**config.mk**
```make
export PLATFORM = sky130hd
export DESIGN_NAME = des_round_engine
export DESIGN_NICKNAME = d
export VERILOG_FILES = /design/src/rtl/des_pkg.sv /design/src/rtl/des_f.sv /design/src/rtl/des_sbox.sv /design/src/rtl/des_round_engine.sv
export SDC_FILE = /design/constraint.sdc
export NUM_CORES = 1
export LEC_CHECK = 0
export BUFFER_PORTS_ARGS = -buffer_cell sky130_fd_sc_hd__buf_2
export CORE_AREA = 2 2 77 79
export CTS_BUF_LIST = sky130_fd_sc_hd__clkbuf_4
export DETAILED_ROUTE_END_ITERATION = 12
export DIE_AREA = 0 0 79 81
export GPL_TIMING_DRIVEN = 0
export PLACE_DENSITY_LB_ADDON = 0.1
export SYNTH_ARGS = -nofsm -noshare
export SYNTH_HDL_FRONTEND = slang
export SYNTH_SLANG_ARGS = --single-unit
```
**constraint.sdc**
```tcl
create_clock -name clk -period 1.4 [get_ports clk]
set_input_delay 0.28 -clock clk [delete_from_list [all_inputs] [get_ports clk]]
set_output_delay 0.28 -clock clk [all_outputs]
set_load 0.05 [all_outputs]
```
**src/rtl/des_pkg.sv**
```systemverilog
// DES constants, permutation helpers, key-schedule tables and engine state type.
package des_pkg;

   localparam int unsigned BLK_W = 64;
   localparam int unsigned HALF_W = 32;
   localparam int unsigned CD_W = 28;
   localparam int unsigned KEY_W = 48;
   localparam int unsigned RND_W = 4;
   localparam logic [RND_W-1:0] RND_LAST = 4'd15;

   typedef enum logic [1:0] {
      ST_IDLE  = 2'd0,
      ST_ROUND = 2'd1,
      ST_DONE  = 2'd2
   } state_t;

   // Tables hold FIPS 1-based bit numbers; FIPS bit n of a W-bit vector is index W-n.
   localparam int unsigned IP_T [64] = '{
      58, 50, 42, 34, 26, 18, 10, 2,  60, 52, 44, 36, 28, 20, 12, 4,
      62, 54, 46, 38, 30, 22, 14, 6,  64, 56, 48, 40, 32, 24, 16, 8,
      57, 49, 41, 33, 25, 17,  9, 1,  59, 51, 43, 35, 27, 19, 11, 3,
      61, 53, 45, 37, 29, 21, 13, 5,  63, 55, 47, 39, 31, 23, 15, 7};

   localparam int unsigned FP_T [64] = '{
      40, 8, 48, 16, 56, 24, 64, 32,  39, 7, 47, 15, 55, 23, 63, 31,
      38, 6, 46, 14, 54, 22, 62, 30,  37, 5, 45, 13, 53, 21, 61, 29,
      36, 4, 44, 12, 52, 20, 60, 28,  35, 3, 43, 11, 51, 19, 59, 27,
      34, 2, 42, 10, 50, 18, 58, 26,  33, 1, 41,  9, 49, 17, 57, 25};

   localparam int unsigned E_T [48] = '{
      32,  1,  2,  3,  4,  5,   4,  5,  6,  7,  8,  9,
       8,  9, 10, 11, 12, 13,  12, 13, 14, 15, 16, 17,
      16, 17, 18, 19, 20, 21,  20, 21, 22, 23, 24, 25,
      24, 25, 26, 27, 28, 29,  28, 29, 30, 31, 32,  1};

   localparam int unsigned P_T [32] = '{
      16,  7, 20, 21, 29, 12, 28, 17,   1, 15, 23, 26,  5, 18, 31, 10,
       2,  8, 24, 14, 32, 27,  3,  9,  19, 13, 30,  6, 22, 11,  4, 25};

   localparam int unsigned PC1_T [56] = '{
      57, 49, 41, 33, 25, 17,  9,   1, 58, 50, 42, 34, 26, 18,
      10,  2, 59, 51, 43, 35, 27,  19, 11,  3, 60, 52, 44, 36,
      63, 55, 47, 39, 31, 23, 15,   7, 62, 54, 46, 38, 30, 22,
      14,  6, 61, 53, 45, 37, 29,  21, 13,  5, 28, 20, 12,  4};

   localparam int unsigned PC2_T [48] = '{
      14, 17, 11, 24,  1,  5,   3, 28, 15,  6, 21, 10,
      23, 19, 12,  4, 26,  8,  16,  7, 27, 20, 13,  2,
      41, 52, 31, 37, 47, 55,  30, 40, 51, 45, 33, 48,
      44, 49, 39, 56, 34, 53,  46, 42, 50, 36, 29, 32};

   // Encrypt rotates left; decrypt rotates right starting from the unrotated CD (K16).
   localparam logic [1:0] ENC_SH [16] = '{
      2'd1, 2'd1, 2'd2, 2'd2, 2'd2, 2'd2, 2'd2, 2'd2,
      2'd1, 2'd2, 2'd2, 2'd2, 2'd2, 2'd2, 2'd2, 2'd1};
   localparam logic [1:0] DEC_SH [16] = '{
      2'd0, 2'd1, 2'd2, 2'd2, 2'd2, 2'd2, 2'd2, 2'd2,
      2'd1, 2'd2, 2'd2, 2'd2, 2'd2, 2'd2, 2'd2, 2'd1};

   // S-box contents, row-major (row 0 col 0 is the leftmost hex digit).
   localparam logic [255:0] S1_T = 256'hE4D12FB83A6C5907_0F74E2D1A6CB9538_41E8D62BFC973A50_FC8249175B3EA06D;
   localparam logic [255:0] S2_T = 256'hF18E6B34972DC05A_3D47F28EC01A69B5_0E7BA4D158C6932F_D8A13F42B67C05E9;
   localparam logic [255:0] S3_T = 256'hA09E63F51DC7B428_D709346A285ECBF1_D6498F30B12C5AE7_1AD069874FE3B52C;
   localparam logic [255:0] S4_T = 256'h7DE3069A1285BC4F_D8B56F03472C1AE9_A690CB7DF13E5284_3F06A1D8945BC72E;
   localparam logic [255:0] S5_T = 256'h2C417AB6853FD0E9_EB2C47D150FA3986_421BAD78F9C5630E_B8C71E2D6F09A453;
   localparam logic [255:0] S6_T = 256'hC1AF92680D34E75B_AF427C9561DE0B38_9EF528C3704A1DB6_432C95FABE17608D;
   localparam logic [255:0] S7_T = 256'h4B2EF08D3C975A61_D0B7491AE35C2F86_14BDC37EAF680592_6BD814A7950FE23C;
   localparam logic [255:0] S8_T = 256'hD2846FB1A93E50C7_1FD8A374C56B0E92_7B419CE206ADF358_21E74A8DFC90356B;

   function automatic logic [63:0] ip(input logic [63:0] x);
      logic [63:0] o;
      for (int i = 0; i < 64; i++) o[6'(63 - i)] = x[6'(64 - IP_T[6'(i)])];
      return o;
   endfunction

   function automatic logic [63:0] fp(input logic [63:0] x);
      logic [63:0] o;
      for (int i = 0; i < 64; i++) o[6'(63 - i)] = x[6'(64 - FP_T[6'(i)])];
      return o;
   endfunction

   function automatic logic [47:0] expand(input logic [31:0] x);
      logic [47:0] o;
      for (int i = 0; i < 48; i++) o[6'(47 - i)] = x[5'(32 - E_T[6'(i)])];
      return o;
   endfunction

   function automatic logic [31:0] pperm(input logic [31:0] x);
      logic [31:0] o;
      for (int i = 0; i < 32; i++) o[5'(31 - i)] = x[5'(32 - P_T[5'(i)])];
      return o;
   endfunction

   function automatic logic [55:0] pc1(input logic [63:0] x);
      logic [55:0] o;
      for (int i = 0; i < 56; i++) o[6'(55 - i)] = x[6'(64 - PC1_T[6'(i)])];
      return o;
   endfunction

   function automatic logic [47:0] pc2(input logic [55:0] x);
      logic [47:0] o;
      for (int i = 0; i < 48; i++) o[6'(47 - i)] = x[6'(56 - PC2_T[6'(i)])];
      return o;
   endfunction

   function automatic logic [27:0] rot28(input logic [27:0] x, input logic [1:0] n,
                                         input logic right);
      case (n)
         2'd1:    return right ? {x[0], x[27:1]} : {x[26:0], x[27]};
         2'd2:    return right ? {x[1:0], x[27:2]} : {x[25:0], x[27:26]};
         default: return x;
      endcase
   endfunction

   function automatic logic [1:0] shift_amt(input logic dec, input logic [3:0] rnd);
      return dec ? DEC_SH[rnd] : ENC_SH[rnd];
   endfunction

   // Row from the outer bits, column from the inner four.
   function automatic logic [3:0] sbox_lookup(input logic [255:0] tbl, input logic [5:0] g);
      logic [5:0] idx;
      idx = {g[5], g[0], g[4:1]};
      return tbl[{~idx, 2'b11} -: 4];
   endfunction

endpackage

```
**src/rtl/des_f.sv**
```systemverilog
// Combinational DES round function f(R, K) = P(S(E(R) ^ K)).
module des_f import des_pkg::*; (
   input  logic [31:0] r,
   input  logic [47:0] k,
   output logic [31:0] f
);

   logic [47:0] x;
   logic [31:0] s;

   assign x = expand(r) ^ k;

   des_s1 u_s1 (.in(x[47:42]), .out(s[31:28]));
   des_s2 u_s2 (.in(x[41:36]), .out(s[27:24]));
   des_s3 u_s3 (.in(x[35:30]), .out(s[23:20]));
   des_s4 u_s4 (.in(x[29:24]), .out(s[19:16]));
   des_s5 u_s5 (.in(x[23:18]), .out(s[15:12]));
   des_s6 u_s6 (.in(x[17:12]), .out(s[11:8]));
   des_s7 u_s7 (.in(x[11:6]),  .out(s[7:4]));
   des_s8 u_s8 (.in(x[5:0]),   .out(s[3:0]));

   assign f = pperm(s);

endmodule

```
**src/rtl/des_sbox.sv**
```systemverilog
// The eight DES S-boxes; in[6] is the first FIPS bit of the group, out[4] the first output bit.
module des_s1 import des_pkg::*; (input logic [6:1] in, output logic [4:1] out);
   assign out = sbox_lookup(S1_T, in);
endmodule

module des_s2 import des_pkg::*; (input logic [6:1] in, output logic [4:1] out);
   assign out = sbox_lookup(S2_T, in);
endmodule

module des_s3 import des_pkg::*; (input logic [6:1] in, output logic [4:1] out);
   assign out = sbox_lookup(S3_T, in);
endmodule

module des_s4 import des_pkg::*; (input logic [6:1] in, output logic [4:1] out);
   assign out = sbox_lookup(S4_T, in);
endmodule

module des_s5 import des_pkg::*; (input logic [6:1] in, output logic [4:1] out);
   assign out = sbox_lookup(S5_T, in);
endmodule

module des_s6 import des_pkg::*; (input logic [6:1] in, output logic [4:1] out);
   assign out = sbox_lookup(S6_T, in);
endmodule

module des_s7 import des_pkg::*; (input logic [6:1] in, output logic [4:1] out);
   assign out = sbox_lookup(S7_T, in);
endmodule

module des_s8 import des_pkg::*; (input logic [6:1] in, output logic [4:1] out);
   assign out = sbox_lookup(S8_T, in);
endmodule

```
**src/rtl/des_round_engine.sv**
```systemverilog
// Iterative DES encrypt/decrypt engine: one Feistel round per clock, on-the-fly subkeys.
module des_round_engine import des_pkg::*; (
   input  logic        clk,
   input  logic        rst,
   input  logic        in_valid,
   output logic        in_ready,
   input  logic        in_decrypt,
   input  logic [63:0] in_block,
   input  logic [63:0] in_key,
   output logic        out_valid,
   input  logic        out_ready,
   output logic [63:0] out_block
);

   state_t              state_q, state_d;
   logic [HALF_W-1:0]   l_q, l_d, r_q, r_d;
   logic [CD_W-1:0]     c_q, c_d, d_q, d_d;
   logic [RND_W-1:0]    rnd_q, rnd_d;
   logic                mode_q, mode_d;
   logic                out_valid_d, in_ready_d;
   logic [BLK_W-1:0]    out_block_d;

   logic [1:0]          sh;
   logic [CD_W-1:0]     c_rot, d_rot;
   logic [KEY_W-1:0]    k;
   logic [HALF_W-1:0]   f, r_new;

   // Subkey for the current round: rotate CD (left for encrypt, right for decrypt), then PC-2.
   assign sh    = shift_amt(mode_q, rnd_q);
   assign c_rot = rot28(c_q, sh, mode_q);
   assign d_rot = rot28(d_q, sh, mode_q);
   assign k     = pc2({c_rot, d_rot});

   des_f u_f (.r(r_q), .k(k), .f(f));

   assign r_new = l_q ^ f;

   // Next-state and datapath update.
   always_comb begin
      state_d     = state_q;
      l_d         = l_q;
      r_d         = r_q;
      c_d         = c_q;
      d_d         = d_q;
      rnd_d       = rnd_q;
      mode_d      = mode_q;
      out_valid_d = out_valid;
      out_block_d = out_block;
      case (state_q)
         ST_IDLE: begin
            if (in_valid && in_ready) begin
               {l_d, r_d} = ip(in_block);
               {c_d, d_d} = pc1(in_key);
               mode_d     = in_decrypt;
               rnd_d      = '0;
               state_d    = ST_ROUND;
            end
         end
         ST_ROUND: begin
            l_d = r_q;
            r_d = r_new;
            c_d = c_rot;
            d_d = d_rot;
            if (rnd_q == RND_LAST) begin
               // Output {R16, L16}: the last round's swap is undone here.
               out_block_d = fp({r_new, r_q});
               out_valid_d = 1'b1;
               state_d     = ST_DONE;
            end else begin
               rnd_d = rnd_q + 4'd1;
            end
         end
         ST_DONE: begin
            if (out_ready) begin
               out_valid_d = 1'b0;
               state_d     = ST_IDLE;
            end
         end
         default: state_d = ST_IDLE;
      endcase
      in_ready_d = (state_d == ST_IDLE);
   end

   // State and datapath registers with synchronous reset.
   always_ff @(posedge clk) begin
      if (rst) begin
         state_q   <= ST_IDLE;
         l_q       <= '0;
         r_q       <= '0;
         c_q       <= '0;
         d_q       <= '0;
         rnd_q     <= '0;
         mode_q    <= 1'b0;
         out_valid <= 1'b0;
         out_block <= '0;
         in_ready  <= 1'b0;
      end else begin
         state_q   <= state_d;
         l_q       <= l_d;
         r_q       <= r_d;
         c_q       <= c_d;
         d_q       <= d_d;
         rnd_q     <= rnd_d;
         mode_q    <= mode_d;
         out_valid <= out_valid_d;
         out_block <= out_block_d;
         in_ready  <= in_ready_d;
      end
   end

endmodule

```
### Word-level counts from Yosys, hierarchy flattened

Cells that the tools add are included.

| cells by class | value |
|---|---|
| add/sub/neg operators | 1 |
| multiply operators | 0 |
| divide/modulo/power cells | 0 |
| $lt $le $gt $ge | 0 |
| equality and inequality tests | 7 |
| shift operators | 0 |
| muxes and demuxes | 10 |
| bitwise logic cells | 0 |
| reductions and logical operators | 7 |

Operators with widths:

| cell | number |
|---|---|
| 4-bit 2-to-1 mux | 2 |
| 2-bit != test, second input constant | 4 |
| 4-bit one-hot mux with 2 select lines | 1 |
| 2-bit 2-to-1 mux | 3 |
| 2-bit one-hot mux with 3 select lines | 1 |
| 3-bit AND reduction | 2 |
| 4-bit by 1-bit adder with 4-bit output, second input constant | 1 |
| 4-bit == test, second input constant | 1 |
| 2-bit zero test | 2 |
| 2-bit nonzero test | 2 |
| 2-bit by 1-bit == test with 1-bit output, second input constant | 1 |
| 2-bit == test, second input constant | 1 |
| 1-bit 2-to-1 mux | 2 |
| 1-bit one-hot mux with 2 select lines | 1 |
| 1-bit logical AND | 1 |

| storage, ports and cells | value |
|---|---|
| register bits after elaboration | 8 |
| latch bits | 0 |
| RAM bits | 0 |
| bits in read-only memories | 0 |
| input port bits | 133 |
| output and inout bits | 66 |
| word-level logic and storage cells | 29 |
| memories | 0 |

### Depth between registers and ports, before layout

Gate-level depths: netlist of run 1.

| logic depth | value |
|---|---|
| depth in word-level cells | 4 |
| gate-level depth with buffers | 5 |
| gate-level depth less buffers | 5 |

### Least setup slack after synthesis of run 1

Ideal clock, no wire load.

| timing | value |
|---|---|
| path kind | flip-flop to flip-flop |
| from | reg in_ready |
| to | reg rnd_q[3] |
| setup time | 0.070 ns |
| data arrival time | 1.397 ns |
| required time | 1.330 ns |
| slack | -0.067 ns |
| stages on the path, launching flop included | 5 |
| buffers on the path | 0 |
| period minus slack after synthesis | 1.467 ns |
| cells stage by stage | dfxtp_1 a21o_4 o211ai_4 or3_1 a21oi_1 |

| between the ends | value |
|---|---|
| longest elaborated chain between the ends | 3 |

RTL lines:

| element | line | text |
|---|---|---|
| from (decl) | des_round_engine.sv:6 | `output logic in_ready,` |
| from (signal assigned) | des_round_engine.sv:107 | `in_ready <= in_ready_d;` |
| 1-bit logical AND | des_round_engine.sv:51 | `if (in_valid && in_ready) begin` |
| 2-bit != test (no line) | -- |  |
| 3-bit AND reduction (no line) | -- |  |
| to (signal assigned) | des_round_engine.sv:103 | `rnd_q <= rnd_d;` |
| to (decl) | des_round_engine.sv:18 | `logic [RND_W-1:0] rnd_q, rnd_d;` |

Every way passes these cells.
A chain may end at the register's enable or synchronous reset.

### Worst setup path after layout of run 1

| timing | value |
|---|---|
| from | reg rnd_q[1] |
| to | reg rnd_q[3] |

| between the ends | value |
|---|---|
| longest elaborated chain between the ends | 3 |
| elaborated cells between the ends (all ways) | 6 |
| those cells by class | 1 x add/sub; 2 x eq/ne; 2 x mux; 1 x reduce/logical |

RTL lines:

| element | line |
|---|---|
| 4-bit by 1-bit adder with 4-bit output / 4-bit == test (equally long branches) | des_round_engine.sv:70, des_round_engine.sv:64 |
| 4-bit 2-to-1 mux / 2-bit != test (equally long branches) | -- |
| 4-bit one-hot mux with 2 select lines / 3-bit AND reduction (equally long branches) | -- |

Parallel ways exist; a longest one is shown, timed or not. The select of a mux whose other input is x is not followed.

==> flow_summary.yaml, run 1 <==
yosys:
  yosysUniqueCellTypes: 19
  synth_top_area_cell: "buf_4"
  syn_inst: 104
  yosysWarnings: 0
  yosys-top-cells-area: "buf_4 (57%), dfxtp_1 (19%), a21oi_1 (4.2%), o211ai_4 (2.5%), or3_1 (2.2%)"
  ys_seq_area_frac: 0.190
  ys_seq_elements: 8
  syn_area_sq_um: 841
  yosys_most_used_dff: "dfxtp_1"
  yosysMostFrequentCell: "buf_4"
  syn_area_per_cell_sq_um: 8.08
  synth_top_area_share: 0.571
  synthTopCellsByCount: "buf_4 (64), dfxtp_1 (8), a21oi_1 (7)"
  synth_enable_flop_cells: 0
  async_flop_share: 0
drt:
  wl_met3_um: 320
  wire_per_inst_um: 6.17
  ant_nets: 0
  drt_wl_total_mm: 1.54
  dr.pass1.iters: 1
  first_iter_violations: 0
  maxUsedRoutingLayer: "met4"
  wl_met2_um: 714
  num_vias: 676
  avgViaCountPerCell: 2.70
  drcViolationCount: 0
  wl_met1_um: 484
critical_path:
  crit_type: "flip-flop to flip-flop"
  cp-startpoint: "rnd_q[1]"
  critPathMaxFanout: 7
  required_ns: 1.59
  r2r_start: "rnd_q[1]"
  cp-start-kind: "flip-flop"
  worst_ep_arrival_time_ns: 1.51
  end_kind: "flip-flop"
die:
  ios: 199
  die-height_um: 81
  coreArea_sq_um: 5680
  fp.dieW_um: 79
  num_rows: 28
  die-area_sq_um: 6400
  initial_utilization: 0.148
clock_network:
  htree_levels: 1
  post_cts_buffers: 0
  cts_root_buf: "clkbuf_4"
  cts_hold_buf: 0
  cts.path.max_buffers: 2
  cts_buffers: 3
  cts_tree: "built"
  cts.sinks: 8
  clk_pin_slew_ns: 0.05
  clk_latency_ns: 0.25
final_layout:
  final_core_util: 0.218
  insertedDiodeCount: 0
  area_delta_synth_final_pct: 47.2
  drive_gt1_frac: 0.463
  fin_cells: 250
  nets: 311
  fill_cells: 656
power_and_ir_drop:
  p_total_mw: 0.996
  vdd_ir_drop_max_uv: 226
  cellPowerDensity_nw_per_um2: 805
  leakage_nw: 0.735
sta:
  timing.final.crit_share: 0.947
  rsz0062_at_grt: "false"
  fmax_mhz: 755
  finClkSkew_ns: 0.00160
  setup_viol: 0
  min_period_ns: 1.33
  finalHoldViolations: 0
  fin_ws_ns: 0.0748
  finalSetupTns_ns: 0
  slew_viol_final: 0
min_path:
  hold_start: "rst"
  min_path_type: "input pin to flip-flop"
flow_run:
  max_cap_viol_count: 0
grt:
  overflow: 0
  grt_pass1_vias: 509
  antenna_found_initial: 0
  grt_pass1_wl_mm: 2.04
  track_usage: 0.0404
  grt_max_degree: 8
placed_design:
  dp_hpwl_mm: 1.40
  gp_congestion: 0.741
  port_buffers: 5
  place_inst: 247
  pre_cts_slack_ns: 0.0167
status:
  status: "complete, no violations"
[metrics by stage]
step	cell area (sq um)	hold WS (ns)
final	1240	0.275
after detailed placement	1200	0.451
after global routing	1240	0.284
after floorplan	1080	0.349
after CTS	1220	0.273
after global placement	1200	0.455
[cell families (layout without fill, tap and decap cells)]
family / after synthesis / in the layout / synth area share
AOI/OAI and AO/OA: 12 / 12 / 0.109
adders and majority gates: 1 / 1 / 0.0149
buffers and inverters: 67 / 75 / 0.585
DFF: 8 / 8 / 0.190
other: 1 / 64 / 0.00446
and+or+nand+nor: 15 / 15 / 0.0967
[state kept, by name (all words and copies together) (netlist names)]
register and cells:
in_ready 1, state_q 2, rnd_q 4, out_valid 1
[timing repair]
| action | in CTS | in global routing |
|---|---|---|
| setup endpoints to repair | 1 | 2 |
| pin swaps | 0 | 1 |
| resized for setup | 1 | 5 |
[worst paths after layout]
check / cells past startpoint / slack [ns] / to
max: 5 / 0.07 / rnd_q[3]
min: 2 / 0.27 / out_valid
max reg2reg: 5 / 0.07 / rnd_q[3]
min reg2reg: 2 / 0.45 / out_valid
[metal layers]
layer,track usage,vias to the layer above
met1,0.0347,265
met4,0.0207,0
met2,0.0669,53
li1,-,355
met3,0.0333,3
met5,0,-
[critical path, stage by stage, from the launching register on]
cell and delay, ns:
dfxtp_1 0.33, ha_2 0.20, nand3_2 0.10, o211ai_4 0.12, or3_4 0.38, a21oi_2 0.13
[layout by cell type, fill, tap and decap left out, types with 3 or more instances in the layout]
| cell type | n |
|---|---|
| a21oi_1 | 6 |
| nand2_1 | 3 |
| clkbuf_4 | 3 |
| conb_1 | 64 |
| dfxtp_1 | 6 |
| buf_4 | 64 |
| buf_2 | 5 |
[area by class of cell]
| type | instances | area (sq um) | area share |
|---|---|---|---|
| Timing Repair Buffer | 5 | 25.0 | 0.0202 |
| Buffer | 64 | 480 | 0.388 |
| Inverter | 3 | 11.3 | 0.00910 |
| Tap cell | 75 | 93.8 | 0.0758 |
| Clock buffer | 3 | 22.5 | 0.0182 |
| Multi-Input combinational cell | 92 | 442 | 0.357 |
| Sequential cell | 8 | 163 | 0.131 |
[report_power, final]
group / leakage (nW) / switching [mW] / internal [mW]
registers: 0.0657 / 0.00759 / 0.237
logic: 0.655 / 0.434 / 0.146
clock network: 0.0138 / 0.0740 / 0.0978
total: 0.735 / 0.516 / 0.481
Note: power is estimated with default switching activity, not from simulation.
==> run 2, diff against run 1 <==
- ABC_AREA: not set -> 1
- CAP_MARGIN: not set -> 20
- CORE_AREA: 2 2 77 79 -> 2 2 78 80
- DIE_AREA: 0 0 79 81 -> 0 0 80 82
==> run 2 against run 1 <==
Global-route usage rose by 0.096 points. Via count is 0.30% lower. Utilization down 0.14 points. Sequential cell count stayed put. Register-to-register slack gained 0.14 ns. Count of clock-buffer cells in the layout is the same. Sequential share of layout area decreased by 0.28 points. Clock skew grew 0.00090 ns. Final cell count up 6.8%. Critical path type unchanged. Largest cell class unchanged.
==> flow_summary.yaml, run 2 <==
status:
  status: "complete, no violations"
grt:
  track_usage: 0.0414
  grt_pass1_vias: 530
  grt_max_degree: 8
  antenna_found_initial: 0
  overflow: 0
  grt_pass1_wl_mm: 2.11
final_layout:
  insertedDiodeCount: 0
  largest_reg_flops: 4
  nets: 328
  area_delta_synth_final_pct: 43.6
  top_register: "rnd_q"
  layout_common_cells: "buf_4 (64), conb_1 (64), nor2_1 (14)"
  drive_gt1_frac: 0.406
  postLayoutCellArea_sq_um: 1240
  final_core_util: 0.217
  fill_cells: 671
  reg_top3: "rnd_q: 4 flops, state_q: 2 flops"
die:
  die-area_sq_um: 6560
  die-height_um: 82
  fp.dieW_um: 80
  initial_utilization: 0.151
  num_rows: 28
  coreArea_sq_um: 5750
  ios: 199
sta:
  fin_ws_ns: 0.211
  min_period_ns: 1.19
  setup_viol: 0
  rsz0062_at_grt: "false"
  finalHoldViolations: 0
  finClkSkew_ns: 0.00250
  fmax_mhz: 841
  slew_viol_final: 0
  timing.final.crit_share: 0.850
  finalSetupTns_ns: 0
yosys:
  yosysWarnings: 0
  yosysMostFrequentCell: "buf_4"
  async_flop_share: 0
  synth_top_area_cell: "buf_4"
  yosys-top-cells-area: "buf_4 (55%), dfxtp_1 (18%), nor2_1 (6.1%), nand2_1 (4.3%), inv_1 (3.0%)"
  ys_seq_area_frac: 0.185
  syn_area_sq_um: 867
  synthTopCellsByCount: "buf_4 (64), nor2_1 (14), nand2_1 (10)"
  syn_inst: 121
  yosysUniqueCellTypes: 16
  yosys_most_used_dff: "dfxtp_1"
  ys_seq_elements: 8
  synth_top_area_share: 0.554
  synth_enable_flop_cells: 0
  syn_area_per_cell_sq_um: 7.17
power_and_ir_drop:
  p_sw_mw: 0.531
  clockPowerShare: 0.180
  internal-power_mw: 0.478
  p_seq_frac: 0.246
  combPwrFrac: 0.574
  swShare: 0.526
  leakage_nw: 0.760
  vdd_ir_drop_max_uv: 309
  cellPowerDensity_nw_per_um2: 810
placed_design:
  port_buffers: 5
  gp_congestion: 0.677
  dp_hpwl_mm: 1.35
  dpl_cell_area_sq_um: 1220
  pre_cts_slack_ns: 0.216
critical_path:
  cp-start-kind: "flip-flop"
  slowest_delay_ns: 0.37
  crit_type: "flip-flop to flip-flop"
  cp_common_cell: "nor2_1"
  worst_ep_arrival_time_ns: 1.34
  critPathMaxFanout: 5
  cp_cell_sequence: "ha_1 -> nand4_2 -> nand2_2 -> inv_2 -> nor2_1 -> nor2_1"
  cpLargestDelayFamily: "simple AND/OR/NAND/NOR gates"
  end_kind: "flip-flop"
  cp.buffers_inverters: 1
  cp_slowest_cell: "dfxtp_1"
  required_ns: 1.55
drt:
  wire_per_inst_um: 5.36
  num_vias: 674
  first_iter_violations: 2
  ant_nets: 0
  drcViolationCount: 0
  avgViaCountPerCell: 2.52
  dr.pass1.iters: 3
  drt_wl_total_mm: 1.43
clock_network:
  cts_buffers: 3
  post_cts_buffers: 0
  cts.sinks: 8
  cts_hold_buf: 0
  clk_latency_ns: 0.25
  cts_tree: "built"
  ctsResizeCount: 0
  cts_root_buf: "clkbuf_4"
  cts.path.max_buffers: 2
  htree_levels: 1
  clk_pin_slew_ns: 0.06
flow_run:
  max_cap_viol_count: 0
min_path:
  min_path_type: "input pin to flip-flop"
-- run 2: power groups by stage --
stage / clock (mW) / sequential [mW] / combinational, mW
2_1_floorplan: 0 / 0.260 / 0.545
3_3_place_gp: 0 / 0.254 / 0.573
3_5_place_dp: 0 / 0.253 / 0.572
4_1_cts: 0.192 / 0.248 / 0.572
5_1_grt: 0.203 / 0.250 / 0.609
6_report: 0.181 / 0.248 / 0.580
-- run 2: worst paths after layout --
check	from	to	slack, ns	cells past startpoint
setup / recovery	rnd_q[0]	rnd_q[1]	0.21	6
hold / removal	rst	rnd_q[0]	0.28	2
setup reg to reg	rnd_q[0]	rnd_q[1]	0.21	6
hold reg to reg	out_valid	out_valid	0.46	2
-- run 2: metal layers --
metal / GRT usage / share of wire
met5: 0 / 0
met1: 0.0503 / 0.42
met2: 0.0567 / 0.37
met4: 0.0203 / 0
met3: 0.0253 / 0.21
-- run 2: logic make-up after synthesis --
kind of cell / count (synthesis) / share of synthesized area
other cells: 1 / 0.00432
flops: 8 / 0.185
fa+ha+maj: 1 / 0.0144
compound gates: 4 / 0.0231
simple gates: 35 / 0.185
buf+inv: 72 / 0.589
-- run 2: worst reg2reg max path, stage by stage, from the launching register on --
cell	delay (ns)
dfxtp_1	0.37
ha_1	0.24
nand4_2	0.15
nand2_2	0.15
inv_2	0.05
nor2_1	0.08
nor2_1	0.05
-- run 2: area by class of cell --
cell class	count	area, sq um	area share
Buffer	64	480	0.386
Clock buffer	3	22.5	0.0181
Inverter	8	30.0	0.0241
Multi-Input combinational cell	104	433	0.348
Sequential cell	8	160	0.129
Tap cell	75	93.8	0.0754
Timing Repair Buffer	5	25.0	0.0201
-- run 2: stage by stage --
step                hold slack, ns  power (mW)  instances
finish                       0.281        1.01        267
global route                 0.279        1.06        267
CTS                          0.274        1.01        267
detailed placement           0.453       0.825        264
global placement             0.460       0.827        264
floorplan                    0.349       0.805        184
==> run 3, diff against run 2 <==
- clock period: 1.4 -> 0.95 ns (I/O delays scaled with it)
==> run 3 against run 2 <==
The flow now finishes with violations (setup timing). Hold slack got worse by 0.095 ns. Clock skew rose by 0.0089 ns. Cell area rose by 9.5%. First-iteration DRC count increased to 3.0 times the previous value. Clock power is 73% higher. Critical endpoint unchanged.
==> flow_summary.yaml, run 3 (synthesis gave the netlist of run 2 again) <==
drt:
  drt_wl_total_mm: 1.56
  wire_per_inst_um: 5.74
  first_iter_violations: 6
  ant_nets: 0
  dr.pass1.iters: 2
  drcViolationCount: 0
  avgViaCountPerCell: 2.62
  num_vias: 710
min_path:
  min_path_type: "input pin to flip-flop"
final_layout:
  nets: 331
  drive_gt1_frac: 0.500
  insertedDiodeCount: 0
  area_delta_synth_final_pct: 57.3
  reg_top3: "rnd_q: 4 flops, state_q: 2 flops"
  top_register: "rnd_q"
  layout_common_cells: "buf_4 (67), conb_1 (64), nor2_1 (11)"
  final_common_cell: "buf_4"
  largest_reg_flops: 4
die:
  coreArea_sq_um: 5750
  num_rows: 28
  fp.dieW_um: 80
  die-area_sq_um: 6560
  die-height_um: 82
  ios: 199
  initial_utilization: 0.151
sta:
  timing.final.crit_share: 1.08
  finalSetupTns_ns: -0.298
  fmax_mhz: 979
  rsz0062_at_grt: "true"
  finalHoldViolations: 0
  holdWs_ns: 0.185
  min_period_ns: 1.02
  fin_ws_ns: -0.0714
  slew_viol_final: 0
  finClkSkew_ns: 0.0114
  setup_viol: 6
clock_network:
  cts_tree: "built"
  cts.path.max_buffers: 2
  clk_pin_slew_ns: 0.06
  cts_hold_buf: 0
  htree_levels: 1
  clk_latency_ns: 0.26
  cts.sinks: 8
  cts_buffers: 3
  cts_root_buf: "clkbuf_4"
critical_path:
  required_ns: 1.10
  worst_ep_arrival_time_ns: 1.17
  cp-start-kind: "flip-flop"
  end_kind: "flip-flop"
  crit_type: "flip-flop to flip-flop"
  critPathMaxFanout: 5
placed_design:
  port_buffers: 5
  dp_hpwl_mm: 1.41
  gp_congestion: 0.595
  pre_cts_slack_ns: -0.111
flow_run:
  max_cap_viol_count: 0
grt:
  antenna_found_initial: 0
  track_usage: 0.0492
  grt_pass1_wl_mm: 2.39
  grt_pass1_vias: 616
  grt_max_degree: 8
  overflow: 0
status:
  violations: "setup timing"
  status: "complete, but fails checks"
power_and_ir_drop:
  leakage_nw: 0.794
  cellPowerDensity_nw_per_um2: 1160
  vdd_ir_drop_max_uv: 379
==> run 3: cell types whose count changed in the layout (fill, tap and decap cells not counted), sizes merged <==
cell    previous run  this run
buf               69        72
clkbuf             3         4
==> run 3: final timing paths <==
check            start        end  cells past startpoint  slack, ns
max           rnd_q[0]   rnd_q[1]                      6      -0.07
min                rst   rnd_q[2]                      2       0.19
max reg2reg   rnd_q[0]   rnd_q[1]                      6      -0.07
min reg2reg  out_valid  out_valid                      2       0.49
==> run 3: area by class of cell <==
class                   count  area, sq um
multi-input cells         104          487
inverters                   8         30.0
plain buffers              64          480
repair buffers              8         67.6
fillers                   674         4380
well taps                  75         93.8
clock buffers               4         30.0
flip-flops and latches      8          175
==> run 3: metrics by stage <==
step / power (mW) / cells / cell area (sq um) / util
after floorplan: 1.20 / 184 / 1150 / -
after global placement: 1.23 / 264 / 1270 / 0.220
after detailed placement: 1.23 / 264 / 1270 / 0.220
after CTS: 1.58 / 270 / 1340 / 0.234
after global routing: 1.67 / 271 / 1360 / 0.237
final: 1.58 / 271 / 1360 / 0.237
==> run 3: critical path, cell delays in order, from the launching register on <==
cell     delay (ns)
dfxtp_4        0.36
ha_4           0.17
nand4_4        0.10
nand2_4        0.12
inv_2          0.05
nor2_2         0.07
nor2_1         0.04
==> run 3: metal layers <==
layer | up-vias | wire length, um | GRT usage
met4 | 0 | 25 | 0.0305
met2 | 54 | 581 | 0.0750
li1 | 393 | - | -
met3 | 4 | 340 | 0.0374
met1 | 259 | 609 | 0.0471
met5 | - | 0 | 0
==> run 3: timing repair <==
item / 4_1_cts / 5_1_grt
endpoints found under the setup margin: 10 / 9
pin swaps: 3 / 2
buffers inserted: 2 / 1
resized for setup: 12 / 5
==> run 3: power by group <==
| group | internal (mW) | switching (mW) |
|---|---|---|
| registers | 0.351 | 0.0198 |
| clock network | 0.190 | 0.124 |
| logic | 0.238 | 0.656 |
| total | 0.779 | 0.801 |
